--- src/rtl/sudoku_pkg.sv ---
`default_nettype none
// ============================================================================
// Module      : sudoku_pkg
// Description : Shared constants and checker state encoding for the Sudoku
//               solution checker and its group address decoder.
// Revision    : 1.0 - initial release
// ============================================================================
package sudoku_pkg;

    localparam int N       = 9;
    localparam int NCELLS  = 81;
    localparam int NGROUPS = 27;
    localparam int CELL_W  = 4;
    localparam int ADDR_W  = 7;

    // Widths of the group (0..26) and in-group position (0..8) counters
    localparam int GW = 5;
    localparam int KW = 4;

    localparam int ROW_G0 = 0;
    localparam int COL_G0 = 9;
    localparam int BOX_G0 = 18;

    typedef enum logic [1:0] {
        ST_IDLE  = 2'd0,
        ST_READ  = 2'd1,
        ST_DRAIN = 2'd2,
        ST_DONE  = 2'd3
    } state_t;

endpackage
`default_nettype wire

--- src/rtl/sudoku_group_addr.sv ---
`default_nettype none
// ============================================================================
// Module      : sudoku_group_addr
// Description : Maps (group g, position k) to a board cell index: rows 0..8,
//               columns 9..17, 3x3 boxes 18..26.
// Revision    : 1.0 - initial release
// ============================================================================
module sudoku_group_addr #(
    parameter int ADDR_W = 7
) (
    input  logic [sudoku_pkg::GW-1:0] g,
    input  logic [sudoku_pkg::KW-1:0] k,
    output logic [ADDR_W-1:0]         addr
);
    import sudoku_pkg::*;

    localparam logic [ADDR_W-1:0] C_N   = ADDR_W'(N);
    localparam logic [ADDR_W-1:0] C_3   = ADDR_W'(3);
    localparam logic [ADDR_W-1:0] C_ROW = ADDR_W'(ROW_G0);
    localparam logic [ADDR_W-1:0] C_COL = ADDR_W'(COL_G0);
    localparam logic [ADDR_W-1:0] C_BOX = ADDR_W'(BOX_G0);

    logic [ADDR_W-1:0] w_g;
    logic [ADDR_W-1:0] w_k;
    logic [ADDR_W-1:0] w_b;
    logic [ADDR_W-1:0] w_row;
    logic [ADDR_W-1:0] w_col;

    always_comb begin
        w_g   = ADDR_W'(g);
        w_k   = ADDR_W'(k);
        w_b   = '0;
        w_row = '0;
        w_col = '0;
        if (w_g < C_COL) begin
            w_row = w_g - C_ROW;
            w_col = w_k;
        end else if (w_g < C_BOX) begin
            w_row = w_k;
            w_col = w_g - C_COL;
        end else begin
            w_b   = w_g - C_BOX;
            w_row = (w_b / C_3) * C_3 + w_k / C_3;
            w_col = (w_b % C_3) * C_3 + w_k % C_3;
        end
        addr = w_row * C_N + w_col;
    end

endmodule
`default_nettype wire

--- config.mk ---
export PLATFORM = sky130hd
export DESIGN_NAME = sudoku_group_addr
export DESIGN_NICKNAME = d
export VERILOG_FILES = /design/src/rtl/sudoku_pkg.sv /design/src/rtl/sudoku_group_addr.sv
export SDC_FILE = /design/constraint.sdc
export NUM_CORES = 1
export LEC_CHECK = 0
export BUFFER_PORTS_ARGS = -buffer_cell sky130_fd_sc_hd__buf_4
export CORE_UTILIZATION = 55
export DETAILED_ROUTE_END_ITERATION = 8
export PLACE_DENSITY = 0.76
export SYNTH_ARGS = -nofsm -noshare
export SYNTH_HDL_FRONTEND = slang
export SYNTH_SLANG_ARGS = --single-unit
--- constraint.sdc ---
create_clock -name vclk -period 9.65
set_input_delay 0.965 -clock vclk [all_inputs]
set_output_delay 0.965 -clock vclk [all_outputs]
set_load 0.02 [all_outputs]
==> run_results.csv, run 1 <==
group,metric,value,unit
floorplanning,num_io_pins,16,
floorplanning,initial_core_util,0.5715,
drt,post-route-drc-count,0,
floorplanning,die_h,69.03,um
global_route,met2_usage,0.3981,
final_layout,drive_gt1_frac,0.1114,
synth,yosys.area.top_type,"ha_1",
timing,clock.fmax,110.6,MHz
synth,syn_area,0.002471,sq mm
timing,finalSetupTns,0,ps
worst_hold_path,hold_class,"input port to primary output",
global_route,grt_max_degree,21,
timing,slew_viol_final,0,
run_status,status,"finished, final reports clean",
global_route,grt_usage,0.2337,
synth,netlist.area_leader.share,0.1975,
drt,viasPerCell,5.957,
drt,firstDrtPassIters,5,
setup_path,cpMaxStageDelayCell,"or4_1",
drt,wl_per_cell,13.88,um
global_route,grt_pass1_vias,2189,
pwr,power_frac_comb,1.000,
pwr,switching_share,0.5490,
synth,ys_top_cells_by_count,"ha_1 (39), nand2_1 (34), inv_1 (31)",
synth,syn-num-nets,400,
placed_design,placedCellCount,393,
pwr,clkPwrFrac,0,
synth,ys_types,69,
pwr,p_int,0.3249,mW
global_route,antenna_found_initial,0,
drt,vias,2341,
timing,worstMarginPinSlew,829.4,ps
synth,netlist_top_cells_area,"ha_1 (20%), fa_1 (9.7%), xnor2_1 (6.0%), a21oi_1 (5.3%), nand2_1 (5.2%)",
final_layout,n_sequential_cell,0,
setup_path,slowest_delay,600,ps
global_route,grt_busiest_layer,"met2",
synth,avgSynthCellArea,7.268,sq um
global_route,overflow,0,
setup_path,crit_fanout,18,
global_route,grt_use_met3,0.004386,
timing,period_minus_slack,9040,ps
placed_design,numPortBuffers,16,
synth,yosys_warnings,0,
cts,cts_setup_buffers,0,
timing,relSlewSlack,0.4471,
final_layout,syn2layout_area_growth,4.506,%
floorplanning,die-area,0.004765,sq mm
placed_design,place_ws,435.7,ps
timing,hold_viol_final,0,
floorplanning,num_rows,24,
setup_path,critPathLaunchType,"input port",
final_layout,fill_cells,423,
drt,drt_iter0_drc,161,
setup_path,worstSetupPathType,"input port to primary output",
setup_path,crit_top_cell,"ha_1",
timing,setup_violations,0,
pwr,powerDensity,278.9,mW/mm^2
final_layout,final_nets,403,
run,max_cap_viol_count,0,
final_layout,antennaDiodeCount,0,
synth,ys_seq_area_frac,0,
pwr,p_seq_frac,0,
final_layout,seq_area,0,sq um
synth,yosysMostFrequentCell,"ha_1",
floorplanning,coreArea,0.004324,sq mm
setup_path,endpoint_kind,"primary output",
synth,netlist_instances,340,
global_route,grt_pass1_wl,9735,um
pwr,power_switching,0.3955,mW
timing,finalCritPeriodShare,0.9368,
floorplanning,fp.dieW,69.03,um
pwr,p_leak,1.247,nW
setup_path,worstPathRequired,8690,ps
setup_path,crit_arrival,8080,ps
placed_design,hpwl,4413,um
placed_design,place_congestion,0.8588,
global_route,grt.met1_usage,0.3459,
drt,postRouteAntennaNets,0,
drt,finalWirelength,5455,um
worst_hold_path,holdPathStages,5,
pwr,ir_drop,0.4733,mV
final_layout,clkbuf_count,0,
final_layout,fin_util,0.5972,
final_layout,layout.cells.non_filler,393,
timing,rsz0062_at_grt,"no",
timing,layout_setup_ws,610.0,ps
## path summary, 6_finish.rpt
path  from       to
max   g[1]  addr[6]
min   k[0]  addr[0]
## per-stage QoR
stage	cell area (sq um)	power, mW	hold slack (ps)
after floorplan	2471	0.5357	2284
after global placement	2570	0.7038	2470
after detailed placement	2570	0.7130	2479
after CTS	2570	0.7213	2480
after global routing	2582	0.8117	2515
final	2582	0.7204	2469
## placed cells by master, fill, tap and decap left out, types with 2 or more instances in the layout
| cell | Yosys | final |
|---|---|---|
| o31ai_1 | 2 | 2 |
| nand3_1 | 5 | 5 |
| and2_1 | 2 | 2 |
| nor3_1 | 6 | 6 |
| or2_2 | 2 | 2 |
| nor2b_1 | 5 | 4 |
| xnor2_1 | 17 | 17 |
| a21o_1 | 5 | 5 |
| xor2_1 | 5 | 5 |
| mux2i_1 | 5 | 5 |
| or3_1 | 3 | 3 |
| nor2_1 | 30 | 30 |
| o21a_1 | 3 | 3 |
| o21bai_1 | 4 | 4 |
| fa_1 | 12 | 12 |
| o311ai_0 | 2 | 2 |
| a21oi_1 | 26 | 26 |
| ha_1 | 39 | 39 |
| o21ai_0 | 21 | 21 |
| nand2b_1 | 6 | 6 |
| a211oi_2 | 1 | 2 |
| a311oi_1 | 3 | 3 |
| o211a_1 | 2 | 2 |
| inv_2 | 2 | 2 |
| buf_4 | 5 | 18 |
| and3_1 | 4 | 4 |
| conb_1 | 2 | 2 |
| mux2_2 | 2 | 2 |
| inv_1 | 31 | 31 |
| nand2_1 | 34 | 34 |
| nor4_1 | 3 | 3 |
| o211ai_1 | 5 | 5 |
## per-layer routing
layer | part of all wire | vias up
met1 | 0.49 | 1085
met3 | 0.030 | 2
met5 | 0 | -
li1 | - | 1200
met4 | 0.0024 | 0
met2 | 0.47 | 54
## cells by family after synthesis
group                    Yosys count  share of synthesized area
AO/OA/AOI/OAI                     95                     0.2663
XOR/XNOR                          23                    0.08759
adder cells (fa/ha/maj)           52                     0.2987
buffers and inverters             50                    0.09114
multiplexers                       9                    0.04000
other                              2                   0.003039
AND/OR/NAND/NOR                  109                     0.2132
## cell type report
type,count,area [sq um],area share
multi-input combinational,290,2258,0.8745
timing repair buffer,18,135.1,0.05233
inverter,33,123.9,0.04797
tap,52,65.06,0.02519
## timing repair
item,CTS,global route
endpoints found under the setup margin,0,1
gates resized for setup,0,3
hold buffers,0,0
## worst max-delay path: cells and delay by family
kind            cells  cell delay, ps
compound gates     13            2220
xor+xnor            2             290
fa+ha+maj           7            2450
buf+inv             3             490
mux                 1             390
simple gates        6            1270
## power by group through the flow
| stage | clock network [mW] | registers, mW | logic, mW |
|---|---|---|---|
| 2_1_floorplan | 0 | 0 | 0.536 |
| 3_3_place_gp | 0 | 0 | 0.704 |
| 3_5_place_dp | 0 | 0 | 0.713 |
| 4_1_cts | 0 | 0 | 0.721 |
| 5_1_grt | 0 | 0 | 0.812 |
| 6_report | 0 | 0 | 0.720 |
(Power assumes the default switching activity.)
==> inputs of run 2 (changes only) <==
Settings changed: PLACE_DENSITY 0.76 to 0.79, REMOVE_ABC_BUFFERS from default to 1.
Clock period 9.65 ns to 8.3 ns, I/O delays scaled along.
==> run 2 against run 1 <==
Combinational power rose by 36%. First-iteration DRC count rose by 29%. Hold slack worse by 270 ps. Critical path depth rose by 1. Setup slack lost 320 ps. Utilization grew 9.2 points. Flip-flop and latch count unchanged. Cell count increased by 7.6%. Cell area is 15% higher. Largest power group unchanged.
==> run_results.csv, run 2 (synthesized netlist as in run 1, its figures left out) <==
group,metric,value,unit
global_route,grt_pass1_wl,10470,um
setup_path,worstSetupPathType,"input port to primary output",
run_status,status,"finished, final reports clean",
setup_path,crit_buf_inv,4,
floorplanning,die_h,69.03,um
drt,finalWirelength,6129,um
floorplanning,num_io_pins,16,
global_route,grt_pass1_vias,2421,
final_layout,antennaDiodeCount,0,
global_route,antenna_found_initial,0,
final_layout,mostFrequentLayoutCell,"buf_4",
timing,finalCritPeriodShare,0.9651,
timing,setup_violations,0,
setup_path,crit_arrival,7180,ps
final_layout,clkbuf_count,0,
drt,firstDrtPassIters,5,
pwr,total_power,0.9764,mW
drt,wl_per_cell,14.49,um
pwr,p_int,0.4617,mW
placed_design,place_congestion,0.8742,
run,max_cap_viol_count,0,
drt,postRouteAntennaNets,0,
setup_path,cpMaxStageDelayCell,"or4_4",
drt,drt_iter0_drc,207,
pwr,clkPwrFrac,0,
setup_path,crit_fanout,5,
final_layout,drive_gt1_frac,0.2561,
final_layout,layout_common_cells,"buf_4 (45), nand2_1 (34), ha_1 (30), nor2_1 (29), inv_1 (28)",
timing,clock.fmax,124.8,MHz
timing,slew_viol_final,0,
drt,viasPerCell,6.092,
placed_design,place_ws,-207.1,ps
pwr,p_seq_frac,0,
global_route,overflow,0,
setup_path,slowest_delay,540,ps
floorplanning,fp.dieW,69.03,um
setup_path,critPathTopFamily,"adder cells",
timing,period_minus_slack,8010,ps
placed_design,numPortBuffers,16,
setup_path,endpoint_kind,"primary output",
final_layout,n_sequential_cell,0,
drt,post-route-drc-count,0,
setup_path,worstPathRequired,7470,ps
global_route,grt_usage,0.2528,
pwr,powerDensity,327.5,mW/mm^2
pwr,p_leak,1.411,nW
worst_hold_path,hold_class,"input port to primary output",
cts,cts_hold_buf,0,
timing,hold_viol_final,0,
floorplanning,coreArea,0.004324,sq mm
final_layout,final_nets,433,
final_layout,syn2layout_area_growth,20.66,%
timing,hold_ws,2196,ps
drt,vias,2577,
floorplanning,die-area,0.004765,sq mm
pwr,power_switching,0.5147,mW
floorplanning,initial_core_util,0.5715,
timing,relSlewSlack,0.5476,
timing,worstMarginPinSlew,678.6,ps
final_layout,seq_area,0,sq um
global_route,grt_max_degree,21,
final_layout,fin_util,0.6895,
pwr,power_frac_comb,1.000,
floorplanning,num_rows,24,
placed_design,hpwl,4672,um
setup_path,critPathLaunchType,"input port",
pwr,switching_share,0.5271,
timing,layout_setup_ws,289.6,ps
pwr,ir_drop,0.5645,mV
==> run 2: repair_timing <==
| action | in CTS | in global routing |
|---|---|---|
| setup buffers | 2 | 8 |
| endpoints found under the setup margin | 1 | 4 |
| pin swaps | 3 | 24 |
| resized for setup | 10 | 38 |
==> run 2: worst paths after layout <==
kind / startpoint / to / cells past startpoint
setup / recovery: g[2] / addr[6] / 33
hold / removal: k[0] / addr[0] / 5
==> run 2: tightest hold or removal path: stages <==
cell and delay (ps):
buf_4 110, nor2_1 50, a21oi_1 120, ha_1 130, buf_4 130
==> run 2: per-stage QoR <==
step,cells,cell area (sq um),setup TNS [ps]
finish,423,2982,0
detailed placement,413,2720,-207.1
global placement,413,2720,-24.20
global route,423,2982,-84.16
floorplan,323,2370,-130.3
CTS,415,2758,0
==> run 2: power groups by stage <==
stage	combinational (mW)	clock (mW)	sequential (mW)
finish	0.976	0	0
global route	1.08	0	0
CTS	0.883	0	0
detailed placement	0.864	0	0
global placement	0.844	0	0
floorplan	0.613	0	0
==> run 2: layer usage <==
| layer | track usage | up-vias | part of all wire |
|---|---|---|---|
| met5 | 0 | - | 0 |
| met2 | 0.4498 | 79 | 0.49 |
| met1 | 0.3459 | 1217 | 0.44 |
| met3 | 0.002924 | 16 | 0.048 |
| met4 | 0.04308 | 0 | 0.018 |
| li1 | - | 1265 | - |
==> run 2: layout make-up <==
class | count | area, sq um
multi-input combinational | 290 | 2416
fill | 351 | 1343
timing repair buffer | 48 | 371.6
inverter | 33 | 128.9
tap | 52 | 65.06
